File: config.mk
export PLATFORM = sky130hd
export DESIGN_NAME = if_fetch_stage
export DESIGN_NICKNAME = d
export VERILOG_FILES = /design/src/rtl/if_pkg.sv /design/src/rtl/if_resp_buffer.sv /design/src/rtl/if_fetch_stage.sv
export SDC_FILE = /design/constraint.sdc
export NUM_CORES = 1
export LEC_CHECK = 0
export CORE_ASPECT_RATIO = 0.9
export CORE_MARGIN = 1
export CORE_UTILIZATION = 45
export DETAILED_ROUTE_END_ITERATION = 7
export PLACE_DENSITY_LB_ADDON = 0.12
export SETUP_SLACK_MARGIN = 0.4
export SLEW_MARGIN = 20
export SYNTH_ARGS = -nofsm -noshare
export SYNTH_HDL_FRONTEND = slang
export SYNTH_SLANG_ARGS = --single-unit
File: constraint.sdc
create_clock -name clk -period 15.2 [get_ports clk]
set_input_delay 3.04 -clock clk [delete_from_list [all_inputs] [get_ports clk]]
set_output_delay 3.04 -clock clk [all_outputs]
set_load 0.02 [all_outputs]
File: src/rtl/if_pkg.sv
// Shared types and constants for the instruction-fetch stage.
package if_pkg;

  localparam int unsigned XLEN = 32;

  typedef enum logic [1:0] {
    S_REQ  = 2'd0,
    S_WAIT = 2'd1,
    S_FULL = 2'd2
  } fetch_state_t;

  localparam logic [XLEN-1:0] NOP_INSTR   = 32'h0000_0000;
  localparam logic [XLEN-1:0] IF_RESET_PC = 32'h0000_0000;
  localparam logic [XLEN-1:0] PC_STEP     = 32'd4;

endpackage

File: src/rtl/if_resp_buffer.sv
// One-entry holding register for a fetch response that decode could not take yet.
module if_resp_buffer
  import if_pkg::*;
(
  input  logic            clk,
  input  logic            rst,
  input  logic            load,
  input  logic            drain,
  input  logic            flush,
  input  logic [XLEN-1:0] d_instr,
  input  logic [XLEN-1:0] d_pc,
  output logic            buf_valid,
  output logic [XLEN-1:0] buf_instr,
  output logic [XLEN-1:0] buf_pc
);

  always_ff @(posedge clk or posedge rst) begin
    if (rst) begin
      buf_valid <= 1'b0;
      buf_instr <= NOP_INSTR;
      buf_pc    <= '0;
    end else if (flush || drain) begin
      buf_valid <= 1'b0;
    end else if (load) begin
      buf_valid <= 1'b1;
      buf_instr <= d_instr;
      buf_pc    <= d_pc;
    end
  end

endmodule

File: src/rtl/if_fetch_stage.sv
// MIPS IF stage: owns the PC, keeps one imem read in flight and feeds the IF/ID register.
module if_fetch_stage
  import if_pkg::*;
#(
  parameter logic [XLEN-1:0] RESET_PC = IF_RESET_PC
) (
  input  logic            clk,
  input  logic            rst,
  input  logic            jumpif,
  input  logic [XLEN-1:0] jumpaddr,
  input  logic            stall,
  output logic            imem_req,
  output logic [XLEN-1:0] imem_addr,
  input  logic            imem_gnt,
  input  logic            imem_rvalid,
  input  logic [XLEN-1:0] imem_rdata,
  output logic            if_id_valid,
  output logic [XLEN-1:0] if_id_pc,
  output logic [XLEN-1:0] if_id_pc4,
  output logic [XLEN-1:0] if_id_instr
);

  fetch_state_t    state, state_nxt;
  logic            kill, kill_nxt;
  logic [XLEN-1:0] pc, inflight_pc, target;
  logic            redirect, issue;
  logic            overlap, deliver, capture, drain;
  logic            buf_valid;
  logic [XLEN-1:0] buf_instr, buf_pc;
  logic            unused_jumpaddr_lsb;

  assign redirect            = jumpif & ~stall;
  assign target              = {jumpaddr[XLEN-1:2], 2'b00};
  assign unused_jumpaddr_lsb = ^jumpaddr[1:0];
  assign imem_addr           = pc;
  assign issue               = imem_req & imem_gnt;

  always_ff @(posedge clk or posedge rst) begin
    if (rst) begin
      state <= S_REQ;
      kill  <= 1'b0;
    end else begin
      state <= state_nxt;
      kill  <= kill_nxt;
    end
  end

  // A redirect leaves kill set only if a request is still outstanding after this cycle.
  always_comb begin
    state_nxt = state;
    kill_nxt  = kill;
    case (state)
      S_REQ: begin
        if (issue) begin
          state_nxt = S_WAIT;
          kill_nxt  = redirect;
        end
      end
      S_WAIT: begin
        if (imem_rvalid) begin
          if (kill) begin
            state_nxt = S_REQ;
            kill_nxt  = 1'b0;
          end else if (stall) begin
            state_nxt = S_FULL;
          end else if (issue) begin
            kill_nxt  = redirect;
          end else begin
            state_nxt = S_REQ;
          end
        end else if (redirect) begin
          kill_nxt = 1'b1;
        end
      end
      S_FULL: begin
        if (!stall) state_nxt = S_REQ;
      end
      default: begin
        state_nxt = S_REQ;
        kill_nxt  = 1'b0;
      end
    endcase
  end

  // The overlap request depends only on stall so jumpif never reaches imem_req.
  always_comb begin
    overlap = 1'b0;
    deliver = 1'b0;
    capture = 1'b0;
    drain   = 1'b0;
    case (state)
      S_WAIT: begin
        deliver = imem_rvalid & ~kill & ~stall;
        capture = imem_rvalid & ~kill & stall;
        overlap = deliver;
      end
      S_FULL:  drain = ~stall & buf_valid;
      default: ;
    endcase
    imem_req = ~rst & ((state == S_REQ) | overlap);
  end

  always_ff @(posedge clk or posedge rst) begin
    if (rst) begin
      pc          <= RESET_PC;
      inflight_pc <= RESET_PC;
      if_id_valid <= 1'b0;
      if_id_pc    <= '0;
      if_id_pc4   <= '0;
      if_id_instr <= NOP_INSTR;
    end else begin
      if (redirect)   pc <= target;
      else if (issue) pc <= pc + PC_STEP;
      if (issue) inflight_pc <= pc;
      if (!stall) begin
        if (redirect) begin
          if_id_valid <= 1'b0;
          if_id_instr <= NOP_INSTR;
        end else if (deliver) begin
          if_id_valid <= 1'b1;
          if_id_instr <= imem_rdata;
          if_id_pc    <= inflight_pc;
          if_id_pc4   <= inflight_pc + PC_STEP;
        end else if (drain) begin
          if_id_valid <= 1'b1;
          if_id_instr <= buf_instr;
          if_id_pc    <= buf_pc;
          if_id_pc4   <= buf_pc + PC_STEP;
        end else begin
          if_id_valid <= 1'b0;
          if_id_instr <= NOP_INSTR;
        end
      end
    end
  end

  if_resp_buffer u_buf (
    .clk       (clk),
    .rst       (rst),
    .load      (capture),
    .drain     (drain),
    .flush     (redirect),
    .d_instr   (imem_rdata),
    .d_pc      (inflight_pc),
    .buf_valid (buf_valid),
    .buf_instr (buf_instr),
    .buf_pc    (buf_pc)
  );

endmodule

=== Yosys cells after proc, flatten, opt, wreduce, memory -nomap -nowiden ===
Cells that the tools add are included.

* Reductions and logical operators: 9
* Multiplexer cells: 31
* Shifts and indexed selects: 0
* Bitwise logic cells: 14
* Order comparisons: 0
* Add/subtract/negate cells: 3
* Equal/unequal tests: 7
* Div/mod/pow operators: 0
* Multipliers: 0

{| class="wikitable"
|+ Operators by type and width
! operator !! number
|-
| 32-bit 2-to-1 mux || 9
|-
| 32-bit by 3-bit adder with 32-bit output (second input constant) || 3
|-
| 1-bit 2-to-1 mux || 14
|-
| 2-bit 2-to-1 mux || 6
|-
| 1-bit bitwise AND || 7
|-
| 2-bit != test (second input constant) || 3
|-
| 1-bit inverter || 6
|-
| 2-bit case mux with 3 select lines || 1
|-
| 3-bit AND reduction || 2
|-
| 2-bit nonzero test || 3
|-
| 4-bit != test (second input constant) || 1
|-
| 4-bit AND reduction || 1
|-
| 3-bit by 2-bit != test with 1-bit output (second input constant) || 1
|-
| 1-bit case mux with 3 select lines || 1
|-
| 2-bit by 1-bit equality test with 1-bit output (second input constant) || 1
|-
| 2-bit equality test (second input constant) || 1
|-
| 2-bit logical NOT || 1
|-
| 2-bit AND reduction || 1
|-
| 1-bit logical OR || 1
|-
| 1-bit bitwise OR || 1
|}

* Memory bits (read-only): 0
* Bits in latches: 0
* Flip-flop bits (word level): 229
* Memories: 0
* RAM bits: 0
* Output and inout bits: 130

=== Logic depth before layout (Yosys ltp) ===
Gate-level depths: netlist of the first run.

* Depth in word-level cells: 12
* Gate-level depth with buffers: 15
* Gate-level depth less buffers: 10

=== Modules after synthesis ===
Synthesis of the first run repeated with hierarchy kept, for this count alone.

* Cell total of the unflattened synthesis: 1007
* Area total of the unflattened synthesis: 10958.0 um^2

{| class="wikitable"
|+ By module, submodules not included
! module !! cells an instance !! area an instance (um^2) !! seq. area each (um^2) !! instances
|-
| if_fetch_stage || 867 || 8229.1 || 3953.8 || 1
|-
| if_resp_buffer || 140 || 2728.9 || 1626.6 || 1
|}

=== Worst setup path after synthesis of the first run ===
No wires, ideal clock.

* Kind: input to output
* From: input stall
* To: output imem_req
* Stages on the path: 2
* Path buffers: 0
* Arrival time: 3.635 ns
* Path slack: 8.525 ns
* Cells stage by stage: nor3b_1 o21a_1

* Cells in the longest elaborated chain, start to end: 5

{| class="wikitable"
|+ Ends and longest elaborated chain
! item !! RTL line !! RTL
|-
| start: declaration || if_fetch_stage.sv:11 || <nowiki>input logic stall,</nowiki>
|-
| 1-bit inverter (no line) || -- ||
|-
| 1-bit bitwise AND || if_fetch_stage.sv:93 || <nowiki>deliver = imem_rvalid & ~kill & ~stall;</nowiki>
|-
| 1-bit 2-to-1 mux || if_fetch_stage.sv:91 || <nowiki>case (state)</nowiki>
|-
| 1-bit bitwise OR || if_fetch_stage.sv:100 || <nowiki>imem_req = ~rst & ((state == S_REQ) | overlap);</nowiki>
|-
| 1-bit bitwise AND || if_fetch_stage.sv:100 ||
|-
| end: declaration || if_fetch_stage.sv:12 || <nowiki>output logic imem_req,</nowiki>
|}

Every way passes these cells.

=== Worst setup path in the final report of the first run ===
* From: input imem_rvalid
* To: output imem_req

* Cells in the longest elaborated chain, start to end: 5

{| class="wikitable"
|+ Ends and longest elaborated chain
! item !! RTL line !! RTL
|-
| start: declaration || if_fetch_stage.sv:15 || <nowiki>input logic imem_rvalid,</nowiki>
|-
| 1-bit bitwise AND (2 in series) || if_fetch_stage.sv:93 ||
|-
| 1-bit 2-to-1 mux || if_fetch_stage.sv:91 ||
|-
| 1-bit bitwise OR || if_fetch_stage.sv:100 ||
|-
| 1-bit bitwise AND || if_fetch_stage.sv:100 ||
|}

Every way passes these cells.

==> flow_summary.json, run 1 <==
{
  "outcome": "complete, no violations",
  "crit_type": "input pin to output pin",
  "synthArstFlopShare": 1.000,
  "routed_wirelength_mm": 26.30,
  "synth_flop_cell": "dfrtp_1",
  "hold_buffers": 0,
  "hold_path.class": "register to register",
  "grt_max_degree": 144,
  "grt_remaining_overflow": 0,
  "drcViolationCount": 0,
  "initial_core_util": 0.4610,
  "power_switching_mw": 0.7290,
  "rsz0062_at_grt": "false",
  "core.rowCount": 52,
  "finalCriticalPeriod_ns": 7.859,
  "insertion_delay_ns": 0.51,
  "fin_skew_ns": 0.008837,
  "final.setup.tns_ns": 0,
  "ys_types": 69,
  "sw_frac_of_total": 0.3315,
  "fillerInstances": 1909,
  "gp_congestion": 0.8435,
  "power_frac_comb": 0.297,
  "cts_root_buffer": "clkbuf_16",
  "register_area_sq_um": 5480,
  "firstDrtPassIters": 5,
  "worstSetupStartpointType": "input pin",
  "design.core.area_sq_um": 22580,
  "layout_common_cells": "dfrtp_1 (219), clkdlybuf4s50_1 (190), nand2_1 (156), o21ai_0 (105), mux2_2 (90)",
  "hold_viol": 0,
  "cts_made_buffers": 24,
  "slowest_delay_ns": 0.61,
  "p_per_area_nw_per_um2": 164.5,
  "syn_area_sq_um": 10410,
  "hpwlAfterDp_mm": 17.52,
  "fmax_ghz": 0.1272,
  "clockPowerShare": 0.269,
  "viasPerCell": 5.621,
  "io_pins": 200,
  "syn_to_final_growth_pct": 28.43,
  "cts.sinks": 219,
  "track_usage": 0.2235,
  "cts_resized": 0,
  "fin_area_sq_um": 13370,
  "p_seq_frac": 0.435,
  "first_global_vias": 7615,
  "synth.avg_cell_area_sq_um": 10.56,
  "cts_setup_buffers": 0,
  "n_antenna_cell": 0,
  "die_y_microns": 146.3,
  "cts_htree_levels": 1,
  "ys_warn_count": 0,
  "post_dp_cell_area_sq_um": 12500,
  "final_cells": 1460,
  "final_layout_size_suffix_gt1_frac": 0.1376,
  "nNetsFinal": 1220,
  "power.leakage_nw": 5.320,
  "cpMostUsedCell": "clkdlybuf4s50_1",
  "seq_area_frac_synth": 0.5266,
  "crit_arrival_ns": 4.82,
  "maxCapViolations": 0,
  "fin_crit_sh": 0.5170,
  "peakVddDrop_v": 0.00009140,
  "path_max_fanout": 4,
  "power.internal_mw": 1.470,
  "crit_slowest_cell": "clkdlybuf4s50_1",
  "worst_setup_path_end_kind": "output pin",
  "clkTransAtPathRegs_ns": 0.06,
  "slew_headroom": 0.3515,
  "wl_per_cell_microns": 18.01,
  "drv_slew": 0,
  "chipWidth_microns": 162.3,
  "dp_cells": 1417,
  "synth_edf_count": 0,
  "cts_max_path_buffers": 3,
  "grt_pass1_wl_mm": 42.54,
  "final_common_cell": "dfrtp_1",
  "grt_antenna_before_repair": 0,
  "synth_seq_cells": 219,
  "multi_input_area_sq_um": 4629,
  "holdWs_ns": 0.4720,
  "postRouteAntennaNets": 0,
  "fp.dieArea_sq_um": 23740,
  "tightest_slew_ns": 0.9727,
  "setup_viol_count_final": 0,
  "required_ns": 12.16,
  "drt_iter0_drc": 745,
  "portBuffers": 191,
  "vias": 8207,
  "synth_cells": 986,
  "crit_chain": "clkdlybuf4s50_1 > nor3b_1 > o21a_1 > clkdlybuf4s50_1",
  "cts_tree": "done"
}
metrics by stage:
stage	worst slack [ns]	utilization	total power, mW
finish	7.341	0.5921	2.199
global placement	7.417	0.5536	1.593
global route	7.225	0.5921	2.321
floorplan	6.167	-	1.308
detailed placement	7.392	0.5536	1.615
CTS	7.383	0.5895	2.213
power groups by stage:
stage          sequential [mW]  combinational, mW  clock [mW]
2_1_floorplan             1.00              0.307           0
3_3_place_gp             0.954              0.639           0
3_5_place_dp             0.962              0.652           0
4_1_cts                  0.952              0.655       0.605
5_1_grt                  0.985              0.709       0.627
6_report                 0.955              0.653       0.591
metal layers:
| metal | up-vias | wire [microns] | GRT usage |
|---|---|---|---|
| li1 | 3922 | - | - |
| met1 | 3934 | 13420 | 0.3738 |
| met2 | 316 | 10390 | 0.2891 |
| met3 | 35 | 1971 | 0.04233 |
| met4 | 0 | 516 | 0.05189 |
| met5 | - | 0 | 0 |
path summary, 6_finish.rpt:
check / start / endpoint / slack (ns) / depth (start not counted)
setup / recovery: imem_rvalid / imem_req / 7.34 / 4
hold / removal: if_id_pc4[2]$_DFFE_PP0P_ / if_id_pc4[2]$_DFFE_PP0P_ / 0.47 / 2
setup reg to reg: state[1]$_DFFE_PP0P_ / if_id_pc4[26]$_DFFE_PP0P_ / 11.55 / 10
hold reg to reg: if_id_pc4[2]$_DFFE_PP0P_ / if_id_pc4[2]$_DFFE_PP0P_ / 0.47 / 2
max in group asynchronous: rst / u_buf.buf_instr[14]$_DFFE_PP0P_ / 11.20 / 3
min in group asynchronous: rst / kill$_DFFE_PP0P_ / 2.98 / 2
state kept, by name, summed over array words and instances, names as in the netlist:
register and flops:
if_id_instr 32, u_buf.buf_instr 32, if_id_pc4 30, if_id_pc 30, imem_addr 30, inflight_pc 30, u_buf.buf_pc 30, state 2
if_id_valid 1, kill 1, u_buf.buf_valid 1
cell families after synthesis:
kind of cell,after synthesis,synth area share
compound gates,235,0.1469
xor+xnor,40,0.03366
fa+ha+maj,2,0.002404
buf+inv,80,0.03354
flops,219,0.5266
mux,110,0.1166
other cells,1,0.0003603
simple gates,299,0.1399
cell usage after synthesis (all sizes together), types with 5 or more instances:
cell,instances,area (sq um)
or3,7,43.79
dfrtp,219,5480
a21oi,9,45.04
nand2,157,589.3
and2,7,43.80
and4,10,87.58
mux2i,20,200.2
mux2,90,1013
nor2,22,82.58
buf,19,120.1
nor4,13,87.58
o2111ai,5,43.79
o21ai,107,535.5
clkbuf,54,202.7
inv,7,26.28
o31ai,6,45.04
a31oi,8,50.05
nand3,19,95.09
a211oi,6,45.04
nor3,19,95.09
nand4,14,87.58
a22oi,37,282.8
a222oi,5,50.05
and3,10,62.56
o211ai,13,97.59
xor2,6,52.55
xnor2,34,297.8
o21a,7,52.55
area by class of cell:
type                    count  area share
multi-input cells         692      0.3463
well taps                 297     0.02780
clock buffers              34     0.05382
inverters                   7    0.002527
repair buffers            204      0.1527
flip-flops and latches    219      0.4100
clock inverters             7    0.006833
worst max-delay path, delay by kind of cell:
| family | cells | cell delay [ns] |
|---|---|---|
| AO/OA/AOI/OAI | 1 | 0.20 |
| buffers and inverters | 2 | 1.12 |
| AND/OR/NAND/NOR | 1 | 0.46 |
No activity file was read; power rests on OpenSTA's default activity.
==> inputs of run 2 (changes only) <==
- clock period: 15.2 -> 7.3 ns (I/O delays scaled with it)
==> flow_summary.json, run 2 (synthesized netlist as in run 1, its figures left out) <==
{
  "crit_arrival_ns": 3.33,
  "final.setup.tns_ns": 0,
  "cts_resized": 0,
  "grt_antenna_before_repair": 0,
  "slowest_delay_ns": 0.61,
  "slew_headroom": 0.2270,
  "cts.sinks": 219,
  "register_area_sq_um": 5480,
  "power.leakage_nw": 5.339,
  "path_max_fanout": 4,
  "core.rowCount": 52,
  "cts_setup_buffers": 0,
  "chipWidth_microns": 162.3,
  "firstDrtPassIters": 5,
  "clkTransAtPathRegs_ns": 0.06,
  "drcViolationCount": 0,
  "p_per_area_nw_per_um2": 348.0,
  "syn_to_final_growth_pct": 28.90,
  "vias": 8240,
  "cts_tree": "done",
  "clockPowerShare": 0.281,
  "power_switching_mw": 1.544,
  "power.internal_mw": 3.124,
  "multi_input_area_sq_um": 4636,
  "layout_common_cells": "dfrtp_1 (219), clkdlybuf4s50_1 (190), nand2_1 (156), o21ai_0 (105), mux2_2 (90)",
  "fin_crit_sh": 0.6556,
  "cts_htree_levels": 1,
  "viasPerCell": 5.636,
  "power_frac_comb": 0.292,
  "postRouteAntennaNets": 0,
  "setup_viol_count_final": 0,
  "required_ns": 5.84,
  "crit_slowest_cell": "clkdlybuf4s50_1",
  "design.core.area_sq_um": 22580,
  "fp.dieArea_sq_um": 23740,
  "reg.largest.list": "if_id_instr (32), u_buf.buf_instr (32)",
  "io_pins": 200,
  "final_common_cell": "dfrtp_1",
  "fmax_ghz": 0.2089,
  "worst_setup_path_end_kind": "output pin",
  "crit_type": "input pin to output pin",
  "p_seq_frac": 0.428,
  "tightest_slew_ns": 1.160,
  "cpMostUsedCell": "clkdlybuf4s50_1",
  "initial_core_util": 0.4610,
  "final_layout_size_suffix_gt1_frac": 0.1391,
  "n_antenna_cell": 0,
  "portBuffers": 191,
  "hold_buffers": 0,
  "fillerInstances": 1942,
  "grt_max_degree": 179,
  "fin_skew_ns": 0.008476,
  "drt_iter0_drc": 704,
  "outcome": "complete, no violations",
  "hold_path.class": "register to register",
  "grt_pass1_wl_mm": 43.66,
  "hold_viol": 0,
  "hpwlAfterDp_mm": 17.77,
  "worstSetupStartpointType": "input pin",
  "cts_root_buffer": "clkbuf_16",
  "cts_made_buffers": 25,
  "die_y_microns": 146.3,
  "cts_max_path_buffers": 3,
  "finalCriticalPeriod_ns": 4.786,
  "insertion_delay_ns": 0.52,
  "first_global_vias": 7843,
  "rsz0062_at_grt": "false",
  "peakVddDrop_v": 0.0001906,
  "gp_congestion": 0.8316,
  "crit_chain": "clkdlybuf4s50_1 > nor3b_1 > o21a_1 > clkdlybuf4s50_1",
  "wl_per_cell_microns": 18.17,
  "routed_wirelength_mm": 26.57,
  "post-route-util": 0.5942,
  "track_usage": 0.2293,
  "drv_slew": 0,
  "sw_frac_of_total": 0.3307,
  "maxCapViolations": 0,
  "nNetsFinal": 1219,
  "grt_remaining_overflow": 0
}
-- run 2: cell types whose count changed in the layout (fill, tap and decap cells not counted), sizes merged --
cell,previous run,this run
buf,14,12
bufinv,2,3
clkbuf,34,37
-- run 2: worst paths after layout --
path	depth (start not counted)	to	slack [ns]	startpoint
setup / recovery	4	imem_req	2.51	imem_rvalid
min in group asynchronous	2	imem_addr[31]$_DFFE_PP0P_	1.57	rst
hold reg to reg	2	if_id_pc[18]$_DFFE_PP0P_	0.47	if_id_pc[18]$_DFFE_PP0P_
setup reg to reg	10	if_id_pc4[30]$_DFFE_PP0P_	3.79	state[1]$_DFFE_PP0P_
hold / removal	2	if_id_pc[18]$_DFFE_PP0P_	0.47	if_id_pc[18]$_DFFE_PP0P_
max in group asynchronous	3	if_id_instr[13]$_DFFE_PP0N_	4.29	rst
-- run 2: worst max-delay path: cells and delay by family --
kind | cells | cell delay [ns]
AND/OR/NAND/NOR | 1 | 0.53
AO/OA/AOI/OAI | 1 | 0.21
buffers and inverters | 2 | 1.12
-- run 2: power groups by stage --
stage | logic (mW) | registers (mW) | clock network [mW]
6_report | 1.36 | 2.00 | 1.31
5_1_grt | 1.48 | 2.05 | 1.38
4_1_cts | 1.37 | 1.99 | 1.34
3_5_place_dp | 1.36 | 2.00 | 0
3_3_place_gp | 1.34 | 1.99 | 0
2_1_floorplan | 0.639 | 2.08 | 0
-- run 2: routing by layer --
layer | wire [microns] | track usage | up-vias | part of all wire
met5 | 0 | 0 | - | 0
met4 | 515 | 0.05613 | 0 | 0.019
met3 | 1702 | 0.03608 | 36 | 0.064
met2 | 10860 | 0.3135 | 286 | 0.41
met1 | 13490 | 0.3725 | 4004 | 0.51
li1 | - | - | 3914 | -
-- run 2: stage by stage --
step / worst slack [ns] / hold slack [ns] / area (sq um) / std cells / power, mW
2_1_floorplan: 2.922 / 0.4801 / 10430 / 991 / 2.723
3_3_place_gp: 2.386 / 0.4594 / 12500 / 1416 / 3.322
3_5_place_dp: 2.362 / 0.4689 / 12510 / 1416 / 3.369
4_1_cts: 2.561 / 0.4827 / 13380 / 1461 / 4.700
5_1_grt: 2.446 / 0.4992 / 13420 / 1462 / 4.915
6_report: 2.514 / 0.4736 / 13420 / 1462 / 4.668
-- run 2: cell type report --
| cell class | instances | area share |
|---|---|---|
| inverter | 7 | 0.002238 |
| tap | 297 | 0.02770 |
| multi-input combinational | 692 | 0.3456 |
| clock buffer | 37 | 0.05596 |
| timing repair buffer | 202 | 0.1507 |
| sequential | 219 | 0.4085 |
| clock inverter | 8 | 0.009327 |
